`src/rtl/parking_gate_arbiter.sv`:
```
// Shared barrier-gate controller: arbitrates entry/exit lanes, checks the entry
// pass code, sequences open/passing/close and tracks lot occupancy.
module parking_gate_arbiter #(
    parameter int         CAPACITY    = 8,
    parameter int         CNT_W       = 4,
    parameter logic [1:0] PASS_CODE   = 2'b01,
    parameter int         OPEN_CYCLES = 16,
    parameter int         DENY_CYCLES = 8
) (
    input  logic             clk,
    input  logic             reset_n,
    input  logic             ent_req,
    input  logic             exit_req,
    input  logic [1:0]       pass_in,
    input  logic             gate_sensor,
    output logic             gate_open,
    output logic             dir,
    output logic             ent_ack,
    output logic             exit_ack,
    output logic             deny,
    output logic [CNT_W-1:0] occupancy,
    output logic             full,
    output logic             empty,
    output logic             GREEN_LED,
    output logic             RED_LED
);

    typedef enum logic [2:0] {
        S_IDLE,
        S_CHECK,
        S_OPEN,
        S_PASSING,
        S_DENY
    } state_e;

    localparam logic [CNT_W-1:0] CAP       = CNT_W'(CAPACITY);
    localparam logic [7:0]       OPEN_LAST = 8'(OPEN_CYCLES - 1);
    localparam logic [7:0]       DENY_LAST = 8'(DENY_CYCLES - 1);

    state_e           state_q, state_d;
    logic [7:0]       timer_q, timer_d;
    logic [CNT_W-1:0] occupancy_q, occupancy_d;
    logic             last_dir_q, last_dir_d;
    logic             dir_q, dir_d;
    logic [1:0]       code_q, code_d;
    logic             ent_ack_q, ent_ack_d;
    logic             exit_ack_q, exit_ack_d;

    logic is_full, is_empty, exit_ok, grant_exit, grant_ent;

    assign is_full  = (occupancy_q == CAP);
    assign is_empty = (occupancy_q == '0);
    // An exit from an empty lot is never eligible, so it cannot steal a tie.
    assign exit_ok    = exit_req && !is_empty;
    assign grant_exit = exit_ok && (!ent_req || !last_dir_q);
    assign grant_ent  = ent_req && !grant_exit;

    // NOTE: sequential state uses non-blocking assignments so every flop
    // samples the pre-edge value of the others.
    always_ff @(posedge clk or negedge reset_n) begin
        if (!reset_n) begin
            state_q     <= S_IDLE;
            timer_q     <= '0;
            occupancy_q <= '0;
            last_dir_q  <= 1'b1;
            dir_q       <= 1'b0;
            code_q      <= '0;
            ent_ack_q   <= 1'b0;
            exit_ack_q  <= 1'b0;
        end else begin
            state_q     <= state_d;
            timer_q     <= timer_d;
            occupancy_q <= occupancy_d;
            last_dir_q  <= last_dir_d;
            dir_q       <= dir_d;
            code_q      <= code_d;
            ent_ack_q   <= ent_ack_d;
            exit_ack_q  <= exit_ack_d;
        end
    end

    // NOTE: every signal gets a default first so no path can infer a latch.
    always_comb begin
        state_d     = state_q;
        timer_d     = timer_q;
        occupancy_d = occupancy_q;
        last_dir_d  = last_dir_q;
        dir_d       = dir_q;
        code_d      = code_q;
        ent_ack_d   = 1'b0;
        exit_ack_d  = 1'b0;

        unique case (state_q)
            S_IDLE: begin
                if (grant_ent) begin
                    last_dir_d = 1'b0;
                    dir_d      = 1'b0;
                    ent_ack_d  = 1'b1;
                    timer_d    = '0;
                    if (is_full) begin
                        state_d = S_DENY;
                    end else begin
                        code_d  = pass_in;
                        state_d = S_CHECK;
                    end
                end else if (grant_exit) begin
                    last_dir_d = 1'b1;
                    dir_d      = 1'b1;
                    exit_ack_d = 1'b1;
                    timer_d    = '0;
                    state_d    = S_OPEN;
                end
            end
            S_CHECK: begin
                timer_d = '0;
                state_d = (code_q == PASS_CODE) ? S_OPEN : S_DENY;
            end
            S_OPEN: begin
                if (gate_sensor) begin
                    state_d = S_PASSING;
                end else if (timer_q == OPEN_LAST) begin
                    state_d = S_IDLE;
                end else begin
                    timer_d = timer_q + 8'd1;
                end
            end
            S_PASSING: begin
                // No timeout here: the gate must never close on a car.
                if (!gate_sensor) begin
                    state_d = S_IDLE;
                    if (!dir_q && !is_full) begin
                        occupancy_d = occupancy_q + CNT_W'(1);
                    end else if (dir_q && !is_empty) begin
                        occupancy_d = occupancy_q - CNT_W'(1);
                    end
                end
            end
            S_DENY: begin
                if (timer_q == DENY_LAST) begin
                    state_d = S_IDLE;
                end else begin
                    timer_d = timer_q + 8'd1;
                end
            end
            default: state_d = S_IDLE;
        endcase
    end

    always_comb begin
        gate_open = (state_q == S_OPEN) || (state_q == S_PASSING);
        GREEN_LED = gate_open;
        deny      = (state_q == S_DENY);
        RED_LED   = (state_q == S_DENY) || ((state_q == S_IDLE) && is_full);
        dir       = dir_q;
        ent_ack   = ent_ack_q;
        exit_ack  = exit_ack_q;
        occupancy = occupancy_q;
        full      = is_full;
        empty     = is_empty;
    end

endmodule

```
`config.mk`:
```
export PLATFORM = sky130hd
export DESIGN_NAME = parking_gate_arbiter
export DESIGN_NICKNAME = d
export VERILOG_FILES = /design/src/rtl/parking_gate_arbiter.sv
export SDC_FILE = /design/constraint.sdc
export NUM_CORES = 1
export LEC_CHECK = 0
export BUFFER_PORTS_ARGS = -buffer_cell sky130_fd_sc_hd__buf_2
export CELL_PAD_IN_SITES_DETAIL_PLACEMENT = 1
export CELL_PAD_IN_SITES_GLOBAL_PLACEMENT = 1
export CORE_AREA = 2 2 68 51
export DETAILED_ROUTE_END_ITERATION = 16
export DIE_AREA = 0 0 70 53
export PLACE_DENSITY = 0.78
export SLEW_MARGIN = 20
export SYNTH_ARGS = -nofsm -noshare
export SYNTH_HDL_FRONTEND = slang
export SYNTH_SLANG_ARGS = --single-unit
```
`constraint.sdc`:
```
create_clock -name clk -period 5.35 [get_ports clk]
set_input_delay 0.535 -clock clk [delete_from_list [all_inputs] [get_ports clk]]
set_output_delay 0.535 -clock clk [all_outputs]
set_load 0.005 [all_outputs]
```
Yosys cells after proc, flatten, opt, wreduce, memory -nomap -nowiden
Cells that the tools add are included.
- bits in registers: 21
- bits in latches: 0
- bits in writable memories: 0
- memory bits (read-only): 0
- bits of input ports: 7
- output and inout port bits: 13
- logic and storage cells: 77
- memories: 0
- $add $sub $neg: 3
- $mul: 0
- div/mod/pow operators: 0
- $lt $le $gt $ge: 0
- equality and inequality tests: 15
- shift operators: 0
- muxes and demuxes: 24
- bitwise gates (word level): 2
- reduce and logical (&&, ||, !) cells: 25
- operator list (operator ; count):
    2-to-1 mux 8 bit ; 5
    case mux 8 bit (4 select lines) ; 1
    2-to-1 mux 3 bit ; 8
    case mux 3 bit (5 select lines) ; 1
    adder 8 x 1 -> 8 bit, second input constant ; 1
    equality test 8 x 3 -> 1 bit, second input constant ; 1
    equality test 8 x 4 -> 1 bit, second input constant ; 1
    2-to-1 mux 4 bit ; 2
    inequality test 2 bit, second input constant ; 4
    2-to-1 mux 1 bit ; 7
    equality test 3 x 2 -> 1 bit, second input constant ; 2
    logical AND 1 bit ; 6
    zero test 1 bit ; 6
    inequality test 3 bit, second input constant ; 2
    AND reduction 3 bit ; 2
    AND reduction 5 bit ; 1
    adder 4 x 1 -> 4 bit, second input constant ; 1
    equality test 4 bit, second input constant ; 1
    zero test 4 bit ; 1
    AND reduction 4 bit ; 1
    nonzero test 2 bit ; 2
    nonzero test 4 bit ; 1
    subtractor 4 x 1 -> 4 bit, second input constant ; 1
    equality test 3 x 1 -> 1 bit, second input constant ; 1
    7 further kinds ; 10

Logic depth before layout (Yosys ltp)
Gate-level depths: netlist (run 1).
- word-level depth: 8
- depth in mapped cells: 9

Worst setup path after synthesis (run 1)
No wires, ideal clock.
- path kind: reg2reg
- start point: register occupancy_q[0], in the netlist occupancy[0]
- end point: register occupancy_q[3], in the netlist occupancy[3]
- library setup time: 0.079 ns
- arrival: 2.079 ns
- required time: 5.271 ns
- setup slack: 3.192 ns
- cell stages (with the launch flop): 10
- clock period less this slack: 2.158 ns
- cells stage by stage: dfrtp_1 > nor3_1 > nand2_1 > inv_2 > or2_2 > ha_1 > a21oi_1 > a211o_1 > a21oi_2 > xor2_1
- cells in the longest elaborated chain, start to end: 5
- elaborated cells on any way between the ends: 12
- RTL lines (what ; RTL line ; source):
    from (decl) ; 42 ; logic [CNT_W-1:0] occupancy_q, occupancy_d;
    from (signal assigned) ; 73 ; occupancy_q <= occupancy_d;
    equality test 4 bit (*) ; 51 ; assign is_full = (occupancy_q == CAP);
    via full ; 22 ; output logic full,
    zero test 1 bit (*) ; 131 ; if (!dir_q && !is_full) begin
    logical AND 1 bit (*) ; 131 ;
    nonzero test 2 bit (no line) ; - ;
    AND reduction 3 bit (no line) ; - ;
The timed path passes the listed nets; every way through them passes the cells marked *. The select of a mux whose other input is x is not followed.
A chain may end at the register's enable or synchronous reset.

Worst setup path after layout (run 1)
- start point: register occupancy_q[0], in the netlist occupancy[0]
- end point: register occupancy_q[3], in the netlist occupancy[3]
- cells in the longest elaborated chain, start to end: 5
- elaborated cells on any way between the ends: 12
- RTL lines (what):
    parallel branches: the longest is 5 deep, another holds subtractor 4 x 1 -> 4 bit
Several ways; the timed one is not identified. The select of a mux whose other input is x is not followed.

==> flow_metrics.py, run 1 <==
metrics = {
    "setup_path": {
        "cp_max_fo": 7,
        "critPathRequiredTime_ps": 5540,
        "cp_slowest_cell": "dfrtp_1",
        "cp_cell_sequence": "nor3_1 > nand2_1 > inv_2 > or2_2 > ha_1 > nand3_1 > a211o_1 > a21oi_2 > xor2_1",
        "worstSetupStartpoint": "occupancy[0]",
        "worstReg2RegStart": "occupancy[0]",
        "path_class": "reg -> reg",
        "end_kind": "flop",
        "max_stage_delay_ps": 510,
        "cp-start-kind": "flop",
        "cp.arrival_ps": 2560,
    },
    "clock_network": {
        "postCtsHoldBufs": 0,
        "cts.clk_slew.worst_paths_ps": 80,
        "cts-root-buf": "clkbuf_8",
        "cts_setup_buffers": 0,
        "cts_max_path_buffers": 2,
        "clock_latency_ps": 260,
        "cts_tree": "built",
        "cts_resized": 0,
        "h-tree-depth": 1,
        "cts_buffers": 3,
        "clkSinkCount": 21,
    },
    "drt": {
        "first_pass_iters": 4,
        "route.detailed.drc": 0,
        "via_per_inst": 5.79,
        "via_count": 1077,
        "drt-total-wl_um": 3320,
        "drt_iter0_drc": 49,
        "ant_nets": 0,
        "routedWlPerCell_um": 17.8,
    },
    "finish": {
        "fillers": 352,
        "utilization_pct": 50.5,
        "synthToLayoutAreaGrowth_pct": 11.2,
        "drive_above_1_share_pct": 30.4,
        "multiInputGateArea_um2": 763,
        "finalNonFillerCells": 186,
        "diodes": 0,
        "seqCellArea_um2": 527,
        "final_cell_mix": "20 x dfrtp_1, 19 x buf_2, 11 x nor3_1, 11 x inv_1, 8 x nand2_1",
        "layout_commonest_cell": "dfrtp_1",
        "fin_nets": 160,
    },
    "outcome": {
        "status": "complete, no violations",
    },
    "grt": {
        "grt_pass1_wl_um": 5400,
        "met3_usage_pct": 4.00,
        "overflow": 0,
        "grt_max_degree": 22,
        "antenna_found_initial": 0,
        "grt_busiest_layer": "met2",
        "grt_pass1_vias": 1049,
        "met1_usage_pct": 27.6,
        "globalRouteMet2Util_pct": 30.3,
        "track_usage_pct": 19.3,
    },
    "timing": {
        "worst_pin_slew_ps": 579,
        "period_share_pct": 44.3,
        "relSlewSlack_pct": 61.4,
        "setup-violations-final": 0,
        "timing.fmax_ghz": 0.422,
        "holdWs_ps": 222,
        "rsz0062_at_grt": "no",
        "maxSlewViolCount": 0,
        "post-route-min-period_ps": 2370,
        "finalSetupTns_ps": 0,
        "hold_violations": 0,
        "skew_ps": 7.88,
    },
    "die": {
        "design.core.area_um2": 3020,
        "pin_count": 20,
        "die_w_um": 70,
        "die_h_um": 53,
        "die_area_um2": 3710,
        "start_util_pct": 45.4,
        "placementRows": 17,
    },
    "power": {
        "leakage_nw": 0.696,
        "p_switching_w": 0.000393,
        "power.density_nw_per_um2": 568,
        "clock_power_share_pct": 12.3,
        "vdd_drop_max_v": 0.000287,
        "p_seq_share_pct": 39.1,
        "combPwrFrac_pct": 48.6,
        "p_total_w": 0.000866,
        "internal-power_w": 0.000473,
        "sw_frac_of_total_pct": 45.4,
    },
    "logic_synthesis": {
        "synth_ff_type": "dfrtp_1",
        "async_flop_share_pct": 100,
        "yosysUniqueCellTypes": 51,
        "syn_nets": 141,
        "yosys_warnings": 0,
        "syn-cell-area_um2": 1370,
        "ys_ff_latch": 21,
        "postSynthCellCount": 130,
        "synth-seq-area-share_pct": 38.4,
        "synth-edff-count": 0,
        "avgSynthCellArea_um2": 10.5,
    },
    "job": {
        "drv_cap": 0,
    },
    "min_path": {
        "min-delay-path-class": "in -> async",
    },
    "placement": {
        "gp_congestion": 0.785,
        "placement.io_buffers": 19,
        "dpl.cell_count": 182,
        "dp_hpwl_um": 2550,
    },
}
power by group through the flow:
stage,logic (W),registers [W],clock network [W]
2_1_floorplan,0.000336,0.000294,0
3_3_place_gp,0.000398,0.000330,0
3_5_place_dp,0.000420,0.000342,0
4_1_cts,0.000424,0.000338,0.000111
5_1_grt,0.000466,0.000351,0.000116
6_report,0.000421,0.000339,0.000107
layer usage:
metal / part of all wire [%] / vias up
met5: 0 / -
met4: 0.48 / 0
met3: 3.8 / 2
met2: 46 / 25
met1: 49 / 537
li1: - / 513
final timing paths:
kind                                end  slack (ps)  depth (start not counted)
hold / removal               timer_q[4]         220                          1
setup / recovery           occupancy[3]        2980                          9
setup reg to reg           occupancy[3]        2980                          9
min in group clk              code_q[1]         510                          2
max in group asynchronous    last_dir_q        4770                          1
hold reg to reg               code_q[0]         520                          1
worst max-delay path: cells and delay by family (launching register included):
family / cells / cell delay (ps)
adder cells (fa/ha/maj): 1 / 350
AO/OA/AOI/OAI: 2 / 460
XOR/XNOR: 1 / 140
buffers and inverters: 1 / 90
AND/OR/NAND/NOR: 4 / 740
flip-flops: 1 / 510
metrics by stage:
step / cell area (um^2) / setup WS [ps]
detailed placement: 1480 / 3010
CTS: 1520 / 3000
finish: 1520 / 2980
global placement: 1480 / 3150
floorplan: 1370 / 3190
global route: 1520 / 2810
cell families after synthesis:
| family | after synthesis | synth area share [%] |
|---|---|---|
| adders and majority gates | 4 | 4.20 |
| and+or+nand+nor | 42 | 20.7 |
| xor gates and xnor gates | 5 | 3.20 |
| buffers and inverters | 17 | 5.84 |
| DFF | 21 | 38.4 |
| muxes | 3 | 3.01 |
| AOI/OAI and AO/OA | 38 | 24.6 |
cells in the mapped netlist (2+ instances only):
master    instances  area [um^2]
o211ai_2          2         25.0
ha_1              3         37.5
xor2_1            2         17.5
a21oi_2           2         17.5
nand2b_4          2         27.5
nor2_1            4         15.0
nor3_1           11         55.1
o21a_1            3         22.5
a21oi_1           2         10.0
mux2_4            2         30.0
nand2_1           8         30.0
a22oi_1           5         37.5
dfrtp_1          20          500
inv_1            11         41.3
o21ai_1           4         20.0
xnor2_1           3         26.3
and3_2            2         15.0
buf_4             4         30.0
a31oi_1           3         18.8
o21bai_1          3         22.5
nand3_1           2         10.0
a211oi_1          3         22.5
cell type report:
class	count	share of cell area, %
inverters	12	2.96
repair buffers	19	6.24
well taps	38	3.12
clock buffers	3	2.71
clock inverters	1	0.328
flip-flops and latches	21	34.6
multi-input cells	92	50.1
sequential cells by signal, summed over array words and instances (netlist names):
signal,count
exit_ack,1
code_q,2
state_q,3
dir,1
timer_q,8
ent_ack,1
last_dir_q,1
occupancy,4
No activity file was read; power rests on OpenSTA's default activity.
==> inputs of run 2 (changes only) <==
Settings changed: CORE_AREA 2 2 68 51 to 2 2 73 54, DIE_AREA 0 0 70 53 to 0 0 75 56, PLACE_DENSITY 0.78 to 0.72.
Clock period 5.35 ns to 2.07 ns, I/O delays scaled along.
==> flow_metrics.py, run 2 (synthesis gave the netlist of run 1 again) <==
metrics = {
    "outcome": {
        "status": "complete, no violations",
    },
    "grt": {
        "grt_pass1_wl_um": 6110,
        "track_usage_pct": 19.1,
        "grt_pass1_vias": 1168,
        "grt_max_degree": 22,
        "overflow": 0,
        "antenna_found_initial": 0,
    },
    "power": {
        "vdd_drop_max_v": 0.000684,
        "power.density_nw_per_um2": 1500,
        "leakage_nw": 0.739,
        "p_total_w": 0.00246,
    },
    "setup_path": {
        "cpMostUsedCell": "a21oi_2",
        "path_class": "reg -> reg",
        "max_stage_delay_ps": 410,
        "crit_cells": 9,
        "critPathRequiredTime_ps": 2270,
        "path_delay_family": "compound AO/OA/AOI/OAI gates",
        "cp.arrival_ps": 2150,
        "cp_cell_sequence": "nor3_2 > nand2_1 > inv_2 > or2_4 > ha_1 > a21oi_2 > a211o_1 > a21oi_2 > xor2_1",
        "cp_slowest_cell": "dfrtp_2",
        "end_kind": "flop",
        "cp-start-kind": "flop",
        "worstReg2RegStart": "occupancy[1]",
        "r2r_cells": 9,
        "path_buf_inv": 1,
        "cp_max_fo": 5,
        "worstSetupStartpoint": "occupancy[1]",
    },
    "clock_network": {
        "cts_tree": "built",
        "cts.clk_slew.worst_paths_ps": 80,
        "clkSinkCount": 21,
        "h-tree-depth": 1,
        "cts_max_path_buffers": 2,
        "cts_buffers": 3,
        "clock_latency_ps": 270,
        "cts-root-buf": "clkbuf_8",
    },
    "finish": {
        "final_cell_area_um2": 1650,
        "fin_nets": 170,
        "diodes": 0,
        "largest_reg_flops": 8,
        "final_cell_mix": "19 x buf_2, 17 x dfrtp_1, 11 x inv_1",
        "synthToLayoutAreaGrowth_pct": 20.2,
        "layout_commonest_cell": "buf_2",
        "drive_above_1_share_pct": 38.0,
        "fillers": 413,
        "finalNonFillerCells": 208,
        "regMostFlops": "timer_q",
    },
    "timing": {
        "hold_violations": 0,
        "maxSlewViolCount": 0,
        "timing.fmax_ghz": 0.513,
        "post-route-min-period_ps": 1950,
        "skew_ps": 2.68,
        "period_share_pct": 94.2,
        "relSlewSlack_pct": 66.9,
        "worst_pin_slew_ps": 496,
        "setup-violations-final": 0,
    },
    "drt": {
        "via_per_inst": 5.28,
        "via_count": 1098,
        "first_pass_iters": 4,
        "route.detailed.drc": 0,
        "drt-total-wl_um": 3690,
        "routedWlPerCell_um": 17.7,
        "drt_iter0_drc": 32,
        "ant_nets": 0,
    },
    "die": {
        "placementRows": 18,
        "design.core.area_um2": 3450,
        "pin_count": 20,
        "die_h_um": 56,
        "die_w_um": 75,
        "die_area_um2": 4200,
        "start_util_pct": 39.8,
    },
    "placement": {
        "placement.io_buffers": 19,
        "dpl.cell_count": 201,
        "gp_congestion": 0.768,
        "postPlaceCellArea_um2": 1560,
        "dp_hpwl_um": 2790,
    },
    "min_path": {
        "hold_depth": 2,
        "min_from": "pass_in[1]",
        "min-delay-path-class": "in -> reg",
    },
    "job": {
        "drv_cap": 0,
    },
}
==> run 2: cell count changes in the layout (fill, tap and decap cells not counted), sizes merged <==
cell         previous run  this run
buf                    19        28
clkinv                  1         0
clkinvlp                0         1
dlygate4sd3             0         1
==> run 2: routing by layer <==
metal	track usage, %	wire length [um]
met5	0	0
met3	5.43	134
met1	26.9	1720
met2	29.3	1780
met4	3.06	51
==> run 2: final timing paths <==
check	to	slack (ps)
max in group asynchronous	occupancy[0]	1270
max	occupancy[3]	120
max reg2reg	occupancy[3]	120
min reg2reg	code_q[0]	510
min	code_q[1]	160
min in group asynchronous	ent_ack	440
==> run 2: cell type report <==
cell class	instances	area [um^2]	area share (%)
clock buffer	3	41.3	2.51
clock inverter	1	7.51	0.456
inverter	12	45.0	2.74
multi-input combinational	92	787	47.8
sequential	21	531	32.2
tap	50	62.6	3.80
timing repair buffer	29	173	10.5
==> run 2: what timing repair did <==
item                                    4_1_cts  5_1_grt
hold endpoints to repair                     20        0
buffers inserted                              0        2
hold buffers                                  1        0
resized for setup                             0        3
endpoints found under the setup margin        0        4
==> run 2: power breakdown <==
| part | internal (W) | switching, W |
|---|---|---|
| combinational | 0.000653 | 0.000731 |
| sequential | 0.000588 | 0.000205 |
| clock | 0.000136 | 0.000151 |
==> run 2: through the flow <==
step / utilization (%) / hold WS, ps / worst slack (ps) / TNS (ps)
2_1_floorplan: - / -88.6 / 18.0 / 0
3_3_place_gp: 45.3 / 195 / 188 / 0
3_5_place_dp: 45.3 / 198 / 88.0 / 0
4_1_cts: 47.0 / 157 / 65.6 / 0
5_1_grt: 47.8 / 154 / -0.740 / -0.740
6_report: 47.8 / 165 / 120 / 0
==> inputs of run 3 (changes only) <==
Settings changed: ABC_AREA set to 1, CORE_AREA 2 2 73 54 to 2 2 77 57, DIE_AREA 0 0 75 56 to 0 0 79 59, PLACE_DENSITY 0.72 to 0.7.
==> flow_metrics.py, run 3 <==
metrics = {
    "setup_path": {
        "critPathRequiredTime_ps": 2240,
        "max_stage_delay_ps": 460,
        "cp_max_fo": 5,
        "cpMostUsedCell": "nand2_1",
        "path_class": "reg -> reg",
        "cp.arrival_ps": 2010,
        "cp_cell_sequence": "nor2_1 > nand3_1 > nand2_2 > ha_1 > nand3_1 > nand3_1 > inv_1 > nand2_1 > nand2_1 > nand2_1 > nand2_1 > nand2_1",
        "cp_slowest_cell": "dfrtp_1",
        "cp-start-kind": "flop",
        "end_kind": "flop",
    },
    "logic_synthesis": {
        "synth_ff_type": "dfrtp_1",
        "ys_top_cells_by_area": "dfrtp_1 37%, nand2_1 18%, inv_1 7.4%",
        "avgSynthCellArea_um2": 7.02,
        "postSynthCellCount": 194,
        "syn_nets": 205,
        "yosysTopAreaCell": "dfrtp_1",
        "yosys.area.top_type_share_pct": 36.8,
        "synth-edff-count": 0,
        "ys_ff_latch": 21,
        "syn-cell-area_um2": 1360,
        "yosysUniqueCellTypes": 24,
        "yosys_warnings": 0,
        "synth_most_common_cell": "nand2_1",
        "synth-seq-area-share_pct": 38.7,
        "async_flop_share_pct": 100,
        "synth_common_cells": "65 x nand2_1, 27 x inv_1, 20 x dfrtp_1",
    },
    "power": {
        "sw_frac_of_total_pct": 48.7,
        "internal-power_w": 0.00106,
        "vdd_drop_max_v": 0.000348,
        "power.density_nw_per_um2": 1310,
        "combPwrFrac_pct": 51.7,
        "p_switching_w": 0.00100,
        "leakage_nw": 0.883,
        "p_seq_share_pct": 34.0,
        "clock_power_share_pct": 14.4,
    },
    "timing": {
        "hold_violations": 0,
        "fin_ws_ps": 234,
        "skew_ps": 5.23,
        "worst_pin_slew_ps": 509,
        "rsz0062_at_grt": "no",
        "post-route-min-period_ps": 1840,
        "timing.fmax_ghz": 0.545,
        "period_share_pct": 88.7,
        "relSlewSlack_pct": 66.0,
        "maxSlewViolCount": 0,
        "finalSetupTns_ps": 0,
        "setup-violations-final": 0,
    },
    "clock_network": {
        "h-tree-depth": 1,
        "cts.clk_slew.worst_paths_ps": 90,
        "cts_max_path_buffers": 2,
        "cts_tree": "built",
        "cts_resized": 0,
        "clkSinkCount": 21,
        "clock_latency_ps": 280,
        "cts-root-buf": "clkbuf_8",
        "cts_buffers": 3,
    },
    "drt": {
        "route.detailed.drc": 0,
        "via_count": 1281,
        "first_pass_iters": 4,
        "ant_nets": 0,
        "drt-total-wl_um": 3820,
        "routedWlPerCell_um": 14.2,
        "drt_iter0_drc": 46,
        "via_per_inst": 4.74,
    },
    "grt": {
        "track_usage_pct": 18.6,
        "grt_pass1_vias": 1360,
        "overflow": 0,
        "antenna_found_initial": 0,
        "grt_max_degree": 22,
        "grt_pass1_wl_um": 6570,
    },
    "outcome": {
        "status": "complete, no violations",
    },
    "finish": {
        "largest_reg_flops": 8,
        "fin_nets": 230,
        "synthToLayoutAreaGrowth_pct": 16.1,
        "regMostFlops": "timer_q",
        "finalNonFillerCells": 270,
        "drive_above_1_share_pct": 18.8,
        "final_cell_mix": "65 x nand2_1, 27 x inv_1, 20 x dfrtp_1",
        "layout_commonest_cell": "nand2_1",
        "diodes": 0,
    },
    "die": {
        "die_w_um": 79,
        "design.core.area_um2": 3850,
        "die_area_um2": 4660,
        "placementRows": 19,
        "start_util_pct": 35.3,
        "die_h_um": 59,
        "pin_count": 20,
    },
    "job": {
        "drv_cap": 0,
    },
    "placement": {
        "dp_hpwl_um": 3090,
        "place_ws_ps": 243,
        "placement.io_buffers": 19,
        "gp_congestion": 0.815,
        "dpl.cell_count": 265,
    },
    "min_path": {
        "min-delay-path-class": "in -> reg",
    },
}
==> run 3: cell types whose count changed after synthesis, sizes merged, moves of 7 or more <==
cell / change
nand3: +12
nand2: +64
inv: +18
nor3: -7
nor2: +18
==> run 3: cells by family after synthesis <==
logic type	Yosys count	share of synthesized area, %
simple gates	117	38.4
xor+xnor	4	2.57
flops	21	38.7
compound gates	17	7.26
fa+ha+maj	4	4.23
buf+inv	31	8.82
==> run 3: final cells by class <==
type	instances	area [um^2]
fillers	515	2270
multi-input cells	142	714
flip-flops and latches	21	527
repair buffers	21	113
inverters	30	113
well taps	52	65.1
clock buffers	3	41.3
clock inverters	1	7.51
==> run 3: critical path: cells and delay by family, from the launching register on <==
kind / cells / cell delay, ps
and+or+nand+nor: 10 / 920
DFF: 1 / 460
adders and majority gates: 1 / 290
buffers and inverters: 1 / 70
==> run 3: worst paths after layout <==
check / from / to / slack (ps) / cells after the start
min: pass_in[1] / code_q[1] / 170 / 3
min reg2reg: code_q[0] / code_q[0] / 500 / 2
min in group asynchronous: reset_n / state_q[2] / 430 / 2
max in group asynchronous: reset_n / last_dir_q / 1290 / 2
max: occupancy[0] / occupancy[3] / 230 / 12
max reg2reg: occupancy[0] / occupancy[3] / 230 / 12
==> run 3: what timing repair did <==
action | in CTS | in global routing
hold buffers | 1 | 0
buffers inserted | 0 | 0
endpoints found under the hold margin | 20 | 0
==> run 3: power by group through the flow <==
| stage | Sequential, W | Clock [W] | Combinational, W |
|---|---|---|---|
| 6_report | 0.000702 | 0.000296 | 0.00107 |
| 5_1_grt | 0.000728 | 0.000320 | 0.00122 |
| 4_1_cts | 0.000703 | 0.000304 | 0.00108 |
| 3_5_place_dp | 0.000710 | 0 | 0.00107 |
| 3_3_place_gp | 0.000692 | 0 | 0.00102 |
| 2_1_floorplan | 0.000680 | 0 | 0.000726 |
==> run 3: layer usage <==
layer | up-vias | GRT usage, % | wire (um)
met5 | - | 0 | 0
met4 | 0 | 4.43 | 38
met3 | 4 | 4.88 | 150
met2 | 23 | 30.5 | 1680
met1 | 605 | 25.0 | 1950
li1 | 649 | - | -
==> run 3: per-stage QoR <==
| step | hold WS, ps | cell area, um^2 | utilization [%] | power [W] |
|---|---|---|---|---|
| floorplan | -88.6 | 1360 | - | 0.00141 |
| global placement | 203 | 1520 | 39.5 | 0.00171 |
| detailed placement | 208 | 1520 | 39.5 | 0.00178 |
| CTS | 165 | 1580 | 41.0 | 0.00209 |
| global route | 181 | 1580 | 41.0 | 0.00227 |
| finish | 166 | 1580 | 41.0 | 0.00206 |
